File: src/rtl/fp_operand_unpacker.sv
// Two-stage IEEE operand unpacker: classifies half/single operands and normalises
// them to a common {sign, signed exponent (bias 127), 24-bit significand} form.
module fp_operand_unpacker #(
   parameter int NUM_OPS   = 2,
   parameter int EXP_OUT_W = 10
) (
   input  logic                         clk,
   input  logic                         rst,
   input  logic                         in_valid,
   output logic                         in_ready,
   input  logic                         in_mode_fp,
   input  logic [32*NUM_OPS-1:0]        in_ops,
   output logic                         out_valid,
   input  logic                         out_ready,
   output logic [NUM_OPS-1:0]           out_sign,
   output logic [EXP_OUT_W*NUM_OPS-1:0] out_exp,
   output logic [24*NUM_OPS-1:0]        out_mant,
   output logic [NUM_OPS-1:0]           out_is_nan,
   output logic [NUM_OPS-1:0]           out_is_snan,
   output logic [NUM_OPS-1:0]           out_is_inf,
   output logic [NUM_OPS-1:0]           out_is_zero,
   output logic [NUM_OPS-1:0]           out_is_denorm,
   output logic                         out_mode_fp
);

   function automatic logic [4:0] lzc23(input logic [22:0] v);
      logic [4:0] n;
      logic       found;
      n     = 5'd23;
      found = 1'b0;
      for (int b = 22; b >= 0; b--) begin
         if (!found && v[b]) begin
            n     = 5'(22 - b);
            found = 1'b1;
         end
      end
      return n;
   endfunction

   logic s1_valid_q, s1_mode_q, s2_valid_q;
   logic s1_advance, s2_load;

   logic [NUM_OPS-1:0]       s1_sign_q, s1_sign_d;
   logic [NUM_OPS-1:0]       s1_nan_q, s1_nan_d, s1_snan_q, s1_snan_d;
   logic [NUM_OPS-1:0]       s1_inf_q, s1_inf_d, s1_zero_q, s1_zero_d;
   logic [NUM_OPS-1:0]       s1_den_q, s1_den_d;
   logic [NUM_OPS-1:0]       exp_max, exp_zero, frac_nz;
   logic [NUM_OPS-1:0][7:0]  s1_exp_q, s1_exp_d;
   logic [NUM_OPS-1:0][22:0] s1_frac_q, s1_frac_d;
   logic [NUM_OPS-1:0][4:0]  s1_lzc_q, s1_lzc_d;

   logic [NUM_OPS-1:0][EXP_OUT_W-1:0] out_exp_q, s2_exp_d;
   logic [NUM_OPS-1:0][23:0]          out_mant_q, s2_mant_d;
   logic [NUM_OPS-1:0][5:0]           den_shift;
   logic [NUM_OPS-1:0]                out_sign_q, out_nan_q, out_snan_q;
   logic [NUM_OPS-1:0]                out_inf_q, out_zero_q, out_den_q;
   logic                              out_mode_q;

   assign s2_load    = ~s2_valid_q | out_ready;
   assign s1_advance = s1_valid_q & s2_load;
   assign in_ready   = ~s1_valid_q | s1_advance;

   // Half-precision fields are zero-extended into the single-precision layout
   always_comb begin
      s1_sign_d = '0;
      s1_exp_d  = '0;
      s1_frac_d = '0;
      s1_nan_d  = '0;
      s1_snan_d = '0;
      s1_inf_d  = '0;
      s1_zero_d = '0;
      s1_den_d  = '0;
      s1_lzc_d  = '0;
      exp_max   = '0;
      exp_zero  = '0;
      frac_nz   = '0;
      for (int i = 0; i < NUM_OPS; i++) begin
         if (in_mode_fp) begin
            s1_sign_d[i] = in_ops[32*i+31];
            s1_exp_d[i]  = in_ops[32*i+23 +: 8];
            s1_frac_d[i] = in_ops[32*i +: 23];
            exp_max[i]   = &in_ops[32*i+23 +: 8];
         end else begin
            s1_sign_d[i] = in_ops[32*i+15];
            s1_exp_d[i]  = {3'b000, in_ops[32*i+10 +: 5]};
            s1_frac_d[i] = {in_ops[32*i +: 10], 13'b0};
            exp_max[i]   = &in_ops[32*i+10 +: 5];
         end
         exp_zero[i]  = (s1_exp_d[i] == 8'd0);
         frac_nz[i]   = |s1_frac_d[i];
         s1_zero_d[i] = exp_zero[i] & ~frac_nz[i];
         s1_den_d[i]  = exp_zero[i] & frac_nz[i];
         s1_inf_d[i]  = exp_max[i] & ~frac_nz[i];
         s1_nan_d[i]  = exp_max[i] & frac_nz[i];
         s1_snan_d[i] = exp_max[i] & frac_nz[i] & ~s1_frac_d[i][22];
         s1_lzc_d[i]  = lzc23(s1_frac_d[i]);
      end
   end

   always_ff @(posedge clk) begin
      if (rst) begin
         s1_valid_q <= 1'b0;
         s1_mode_q  <= 1'b0;
         s1_sign_q  <= '0;
         s1_exp_q   <= '0;
         s1_frac_q  <= '0;
         s1_nan_q   <= '0;
         s1_snan_q  <= '0;
         s1_inf_q   <= '0;
         s1_zero_q  <= '0;
         s1_den_q   <= '0;
         s1_lzc_q   <= '0;
      end else begin
         if (in_ready) s1_valid_q <= in_valid;
         if (in_ready && in_valid) begin
            s1_mode_q <= in_mode_fp;
            s1_sign_q <= s1_sign_d;
            s1_exp_q  <= s1_exp_d;
            s1_frac_q <= s1_frac_d;
            s1_nan_q  <= s1_nan_d;
            s1_snan_q <= s1_snan_d;
            s1_inf_q  <= s1_inf_d;
            s1_zero_q <= s1_zero_d;
            s1_den_q  <= s1_den_d;
            s1_lzc_q  <= s1_lzc_d;
         end
      end
   end

   // Denormals shift until the leading one lands in the hidden-bit position
   always_comb begin
      s2_exp_d  = '0;
      s2_mant_d = '0;
      den_shift = '0;
      for (int i = 0; i < NUM_OPS; i++) begin
         if (s1_zero_q[i]) begin
            s2_exp_d[i]  = '0;
            s2_mant_d[i] = '0;
         end else if (s1_nan_q[i] || s1_inf_q[i]) begin
            s2_exp_d[i]  = EXP_OUT_W'(255);
            s2_mant_d[i] = {1'b0, s1_frac_q[i]};
         end else if (s1_den_q[i]) begin
            den_shift[i] = {1'b0, s1_lzc_q[i]} + 6'd1;
            s2_mant_d[i] = {1'b0, s1_frac_q[i]} << den_shift[i];
            s2_exp_d[i]  = (s1_mode_q ? EXP_OUT_W'(1) : EXP_OUT_W'(113))
                           - EXP_OUT_W'(den_shift[i]);
         end else begin
            s2_mant_d[i] = {1'b1, s1_frac_q[i]};
            s2_exp_d[i]  = EXP_OUT_W'(s1_exp_q[i])
                           + (s1_mode_q ? EXP_OUT_W'(0) : EXP_OUT_W'(112));
         end
      end
   end

   always_ff @(posedge clk) begin
      if (rst) begin
         s2_valid_q <= 1'b0;
         out_mode_q <= 1'b0;
         out_sign_q <= '0;
         out_exp_q  <= '0;
         out_mant_q <= '0;
         out_nan_q  <= '0;
         out_snan_q <= '0;
         out_inf_q  <= '0;
         out_zero_q <= '0;
         out_den_q  <= '0;
      end else if (s2_load) begin
         s2_valid_q <= s1_valid_q;
         if (s1_valid_q) begin
            out_mode_q <= s1_mode_q;
            out_sign_q <= s1_sign_q;
            out_exp_q  <= s2_exp_d;
            out_mant_q <= s2_mant_d;
            out_nan_q  <= s1_nan_q;
            out_snan_q <= s1_snan_q;
            out_inf_q  <= s1_inf_q;
            out_zero_q <= s1_zero_q;
            out_den_q  <= s1_den_q;
         end
      end
   end

   assign out_valid     = s2_valid_q;
   assign out_mode_fp   = out_mode_q;
   assign out_sign      = out_sign_q;
   assign out_exp       = out_exp_q;
   assign out_mant      = out_mant_q;
   assign out_is_nan    = out_nan_q;
   assign out_is_snan   = out_snan_q;
   assign out_is_inf    = out_inf_q;
   assign out_is_zero   = out_zero_q;
   assign out_is_denorm = out_den_q;

endmodule

File: config.mk
export PLATFORM = sky130hd
export DESIGN_NAME = fp_operand_unpacker
export DESIGN_NICKNAME = d
export VERILOG_FILES = /design/src/rtl/fp_operand_unpacker.sv
export SDC_FILE = /design/constraint.sdc
export NUM_CORES = 1
export LEC_CHECK = 0
export CORE_MARGIN = 4
export CORE_UTILIZATION = 25
export DETAILED_ROUTE_END_ITERATION = 10
export PLACE_DENSITY = 0.47
export SYNTH_ARGS = -nofsm -noshare
export SYNTH_HDL_FRONTEND = slang
export SYNTH_SLANG_ARGS = --single-unit
File: constraint.sdc
create_clock -name clk -period 3 [get_ports clk]
set_input_delay 0.6 -clock clk [delete_from_list [all_inputs] [get_ports clk]]
set_output_delay 0.6 -clock clk [all_outputs]
set_load 0.05 [all_outputs]
# --- Word level (Yosys, flattened, before mapping) ---
# Cells that the tools add are included.
op_classes:
  addsub: 6
  multipliers: 0
  div_mod_pow: 0
  n_lt_le_gt_ge: 0
  n_eq_ne: 0
  n_shift: 2
  muxes: 112
  bitwise: 19
  n_reduce_logical: 100
op_table:
  columns: ["cell", "count"]
  rows:
  - ["$mux 5", 46]
  - ["$mux 24", 6]
  - ["$mux 10", 6]
  - ["$mux 1", 48]
  - ["$shl 23x6->24", 2]
  - ["$mux 23", 2]
  - ["$reduce_or 23->1", 2]
  - ["$logic_and 1x1->1", 45]
  - ["$logic_not 1->1", 44]
  - ["$logic_not 8->1", 2]
  - ["$mux 8", 2]
  - ["$reduce_and 8->1", 2]
  - ["$mux 7", 2]
  - ["$add 5x1->6 const B", 2]
  - ["$and 1x1->1", 11]
  - ["$add 8x10->10", 1]
  - ["$reduce_and 5->1", 2]
  - ["$sub 10x6->10", 1]
  - ["$add 8x7->9", 1]
  - ["$sub 7x6->8", 1]
  - ["$not 1->1", 6]
  - ["$logic_or 1x1->1", 2]
  - ["$or 1x1->1", 2]
  - ["$reduce_and 2->1", 1]
totals:
  reg_bits: 168
  latchBits: 0
  ramBits: 0
  rom_bits: 0
  inputBits: 69
  output_inout_bits: 83
  wordCells: 265
  mem_count: 0

# --- Logic depth before layout (Yosys ltp) ---
logic_depth:
  ltp_word: 68
  mapped_depth: 10
  ltp_nobuf: 9

# --- Worst setup path before layout ---
# Ideal clock, no wire load.
synth_timing:
  kind: "register to register"
  start: "register s1_lzc_q[1] (netlist bit)"
  end: "register out_exp_q, in the netlist out_exp[6]"
  setup_time_ns: 0.131
  arrival_ns: 2.607
  required_ns: 2.869
  slack_ns: 0.262
  stages_incl_launch_ff: 11
  path_buffers: 1
  synth_period_minus_slack_ns: 2.738
  cell_sequence: "dfxtp_1 ha_1 clkbuf_1 and3_1 xor2_1 inv_1 ha_1 nand2_1 or3b_1 a221oi_1 o22ai_1"
synth_between:
  elab_chain_cells: 5
synth_lines:
  columns: ["item", "line_no", "source"]
  rows:
  - ["start: declaration", "50", "logic [NUM_OPS-1:0][4:0] s1_lzc_q, s1_lzc_d;"]
  - ["start signal: assignment", "125", "s1_lzc_q <= s1_lzc_d;"]
  - ["$add 5x1->6", "143", "den_shift[i] = {1'b0, s1_lzc_q[i]} + 6'd1;"]
  - ["$sub 10x6->10", "146", "- EXP_OUT_W'(den_shift[i]);"]
  - ["$mux 10", "142", "end else if (s1_den_q[i]) begin"]
  - ["$mux 10", "139", "end else if (s1_nan_q[i] || s1_inf_q[i]) begin"]
  - ["$mux 10", "136", "if (s1_zero_q[i]) begin"]
  - ["end signal: assignment", "172", "out_exp_q <= s2_exp_d;"]
  - ["end: declaration", "52", "logic [NUM_OPS-1:0][EXP_OUT_W-1:0] out_exp_q, s2_exp_d;"]
# No other way between the ends.
# A chain may end at the register's enable or synchronous reset.

# --- Final worst setup path ---
layout_timing:
  start: "register s1_lzc_q[5] (netlist bit)"
  end: "register out_mant_q, in the netlist out_mant[45]"
layout_between:
  elab_chain_cells: 5
layout_lines:
  columns: ["item", "line_no", "source"]
  rows:
  - ["$add 5x1->6", "143", null]
  - ["$shl 23x6->24", "144", "s2_mant_d[i] = {1'b0, s1_frac_q[i]} << den_shift[i];"]
  - ["$mux 24", "142", null]
  - ["$mux 24", "139", null]
  - ["$mux 24", "136", null]
  - ["end signal: assignment", "173", "out_mant_q <= s2_mant_d;"]
  - ["end: declaration", "53", "logic [NUM_OPS-1:0][23:0] out_mant_q, s2_mant_d;"]
# No other way between the ends.

==> impl_metrics.tcl <==
set metrics [dict create \
    post_cts_buffers 0 \
    crit_fanout 19 \
    pre_cts_slack_ps 180 \
    die_y_um 216 \
    hold_path_depth 2 \
    cts_tree "yes" \
    htree_levels 4 \
    cp.arrival_ps 3080 \
    synth_edf_count 0 \
    fp.coreArea_mm2 0.0422 \
    hold_slack_ps 443 \
    io_buffers 151 \
    clk_pin_slew_ps 70 \
    diodes 0 \
    synth_warnings 0 \
    die_area_mm2 0.0464 \
    fmax_ghz 0.364 \
    final-setup-viol-count 0 \
    seq_area_frac_synth_pct 31.2 \
    insertion_delay_ps 460 \
    grt_util_all_layers_pct 17.8 \
    syn_area_mm2 0.0108 \
    synth_top_cells_by_count "168 x dfxtp_1, 137 x nand2_1, 109 x a21oi_1" \
    die_x_um 216 \
    worstPathRequired_ps 3330 \
    ys.flop_type "dfxtp_1" \
    status "completed" \
    ant_nets 0 \
    worstPathCellList "ha_1 > buf_4 > mux2_1 > mux2i_1 > mux2i_1 > o211ai_1 > a21oi_1" \
    synthDistinctLibCells 76 \
    drtIter0Drc 962 \
    critPathBufInv 1 \
    synth_top_area_share_pct 31.2 \
    reg2regPathDepth 7 \
    r2r-end "out_mant[45]" \
    ios 152 \
    syn_area_per_cell_um2 8.32 \
    cts.sinks 168 \
    crit_slowest_cell "ha_1" \
    root_buffer "clkbuf_16" \
    reg2reg_slack_ps 250 \
    finalWirelength_um 42600 \
    fin_setup_tns_ps 0 \
    p_leak_nw 4.88 \
    antenna_found_initial 0 \
    grt_pass1_wl_um 64300 \
    crit_path_frequent_cell "mux2i_1" \
    r2r_start "s1_lzc_q[5]" \
    synthArstFlopShare_pct 0 \
    dr_total_vias 10800 \
    cpPeakStageDelay_ps 760 \
    rsz0062_at_grt "no" \
    final_hold_viol_count 0 \
    cts_buffers 17 \
    initial_core_util_pct 25.5 \
    final_max_slew_viol_count 0 \
    worstHoldEndpoint "out_exp[18]" \
    cts_resized 0 \
    crit_path_start_kind "flop" \
    hpwlAfterDp_um 33600 \
    multi_input_area_mm2 0.00695 \
    row_count 75 \
    drc 0 \
    slew_headroom_pct 36.5 \
    synth_most_common_cell "dfxtp_1" \
    grt_max_degree 49 \
    gr-total-overflow 0 \
    postCtsHoldBufs 0 \
    syn_inst 1293 \
    syn-num-nets 1380 \
    final_core_util_pct 32.6 \
    register_area_mm2 0.00336 \
    clk_path_buf_depth 2 \
    final_nets 1522 \
    yosysTopAreaCell "dfxtp_1" \
    crit_path_end_kind "flop" \
    fin_cells 1987 \
    period_minus_slack_ps 2750 \
    grt_pass1_vias 10100 \
    wire_per_inst_um 21.4 \
    vdd_ir_drop_max_mv 0.300 \
    area_delta_synth_final_pct 27.9 \
    synthTopCellsByArea "dfxtp_1 31%, mux2i_1 8.3%, mux4_2 5.4%" \
    tightest_slew_ps 945 \
    place_inst 1955 \
    firstDrtPassIters 5 \
    cap_violations 0 \
    worstSetupPathType "flop to flop" \
    synth_seq_cells 168 \
    hold_path.class "flop to flop" \
    worstHoldStart "out_exp[18]" \
    fillerInstances 4480 \
    finalClockSkew_ps 11.3 \
    pwr_density_cell_mw_per_mm2 428 \
    drive_above_1_share_pct 11.2 \
    via_per_inst 5.42 \
    cp_top_family "multiplexers" \
    worst_slack_ps 253 \
    period_share_pct 91.6 \
    gp_congestion 0.877 \
]
where the power goes:
group | total (mW) | switching, mW | internal, mW
clock network | 2.19 | 1.03 | 1.16
logic | 1.25 | 0.735 | 0.517
registers | 2.44 | 0.123 | 2.32
worst register-to-register path, delay by kind of cell, from the launching register on:
| family | cells | cell delay, ps |
|---|---|---|
| adder cells (fa/ha/maj) | 1 | 760 |
| multiplexers | 3 | 850 |
| flip-flops | 1 | 320 |
| buffers and inverters | 1 | 390 |
| AO/OA/AOI/OAI | 2 | 310 |
layout by cell type, fill, tap and decap left out, types with 8 or more instances in the layout:
cell type / n
a211oi_1: 48
a21oi_1: 108
a22o_1: 19
a22oi_1: 20
a31oi_1: 19
and2_1: 9
and3_1: 13
buf_4: 71
clkbuf_16: 17
clkdlybuf4s50_1: 148
dfxtp_1: 167
ha_1: 16
inv_1: 24
mux2_1: 25
mux2_2: 12
mux2i_1: 89
mux4_2: 26
nand2_1: 136
nand2b_1: 14
nand3_1: 60
nand4_1: 11
nor2_1: 103
nor2b_1: 10
nor3_1: 20
nor3b_1: 9
o211ai_1: 16
o21ai_0: 24
o21ai_1: 28
o31ai_1: 10
or3_1: 13
or3b_1: 8
state kept, by name (all words and copies together), names as in the netlist, 10 cells and up:
| name | cells |
|---|---|
| out_exp | 20 |
| out_mant | 48 |
| s1_exp_q | 16 |
| s1_frac_q | 46 |
| s1_lzc_q | 10 |
layer usage:
layer | wire length, µm | up-vias | track usage (%)
met2 | 16600 | 400 | 23.4
met5 | 0 | - | 0
met3 | 3010 | 47 | 4.16
li1 | - | 5149 | -
met1 | 22200 | 5175 | 28.1
met4 | 834 | 0 | 5.37
worst max path at each step:
| stage | from | endpoint | depth (start not counted) | slack [ps] |
|---|---|---|---|---|
| after global routing | s1_lzc_q[5] | out_mant[40] | 7 | 110 |
| after floorplan | s1_lzc_q[1] | out_exp[6] | 10 | 260 |
| after CTS | s1_lzc_q[5] | out_mant[45] | 7 | 330 |
| after global placement | in_ops[7] | s1_snan_q[0] | 6 | 230 |
| after detailed placement | in_ops[7] | s1_snan_q[0] | 6 | 180 |
| final | s1_lzc_q[5] | out_mant[45] | 7 | 250 |
area by class of cell:
cell class                 instances  share of cell area (%)
timing repair buffer             224                    15.4
multi-input combinational        997                    50.5
sequential                       168                    24.4
tap                              539                    4.90
clock buffer                      18                    3.12
inverter                          27                   0.736
clock inverter                    14                    1.00
logic make-up after synthesis:
logic type               after synthesis  share of synthesized area, %
AO/OA/AOI/OAI                        376                          23.5
adder cells (fa/ha/maj)               18                          2.23
XOR/XNOR                              16                          1.37
multiplexers                         152                          17.6
AND/OR/NAND/NOR                      435                          19.3
flip-flops                           168                          31.2
buffers and inverters                128                          4.74
per-stage QoR:
step | cell area (µm²) | total power [mW]
2_1_floorplan | 10800 | 3.21
4_1_cts | 13800 | 5.95
6_report | 13800 | 5.89
3_5_place_dp | 13200 | 3.74
3_3_place_gp | 13200 | 3.73
5_1_grt | 13800 | 6.16
(Power assumes the default switching activity.)
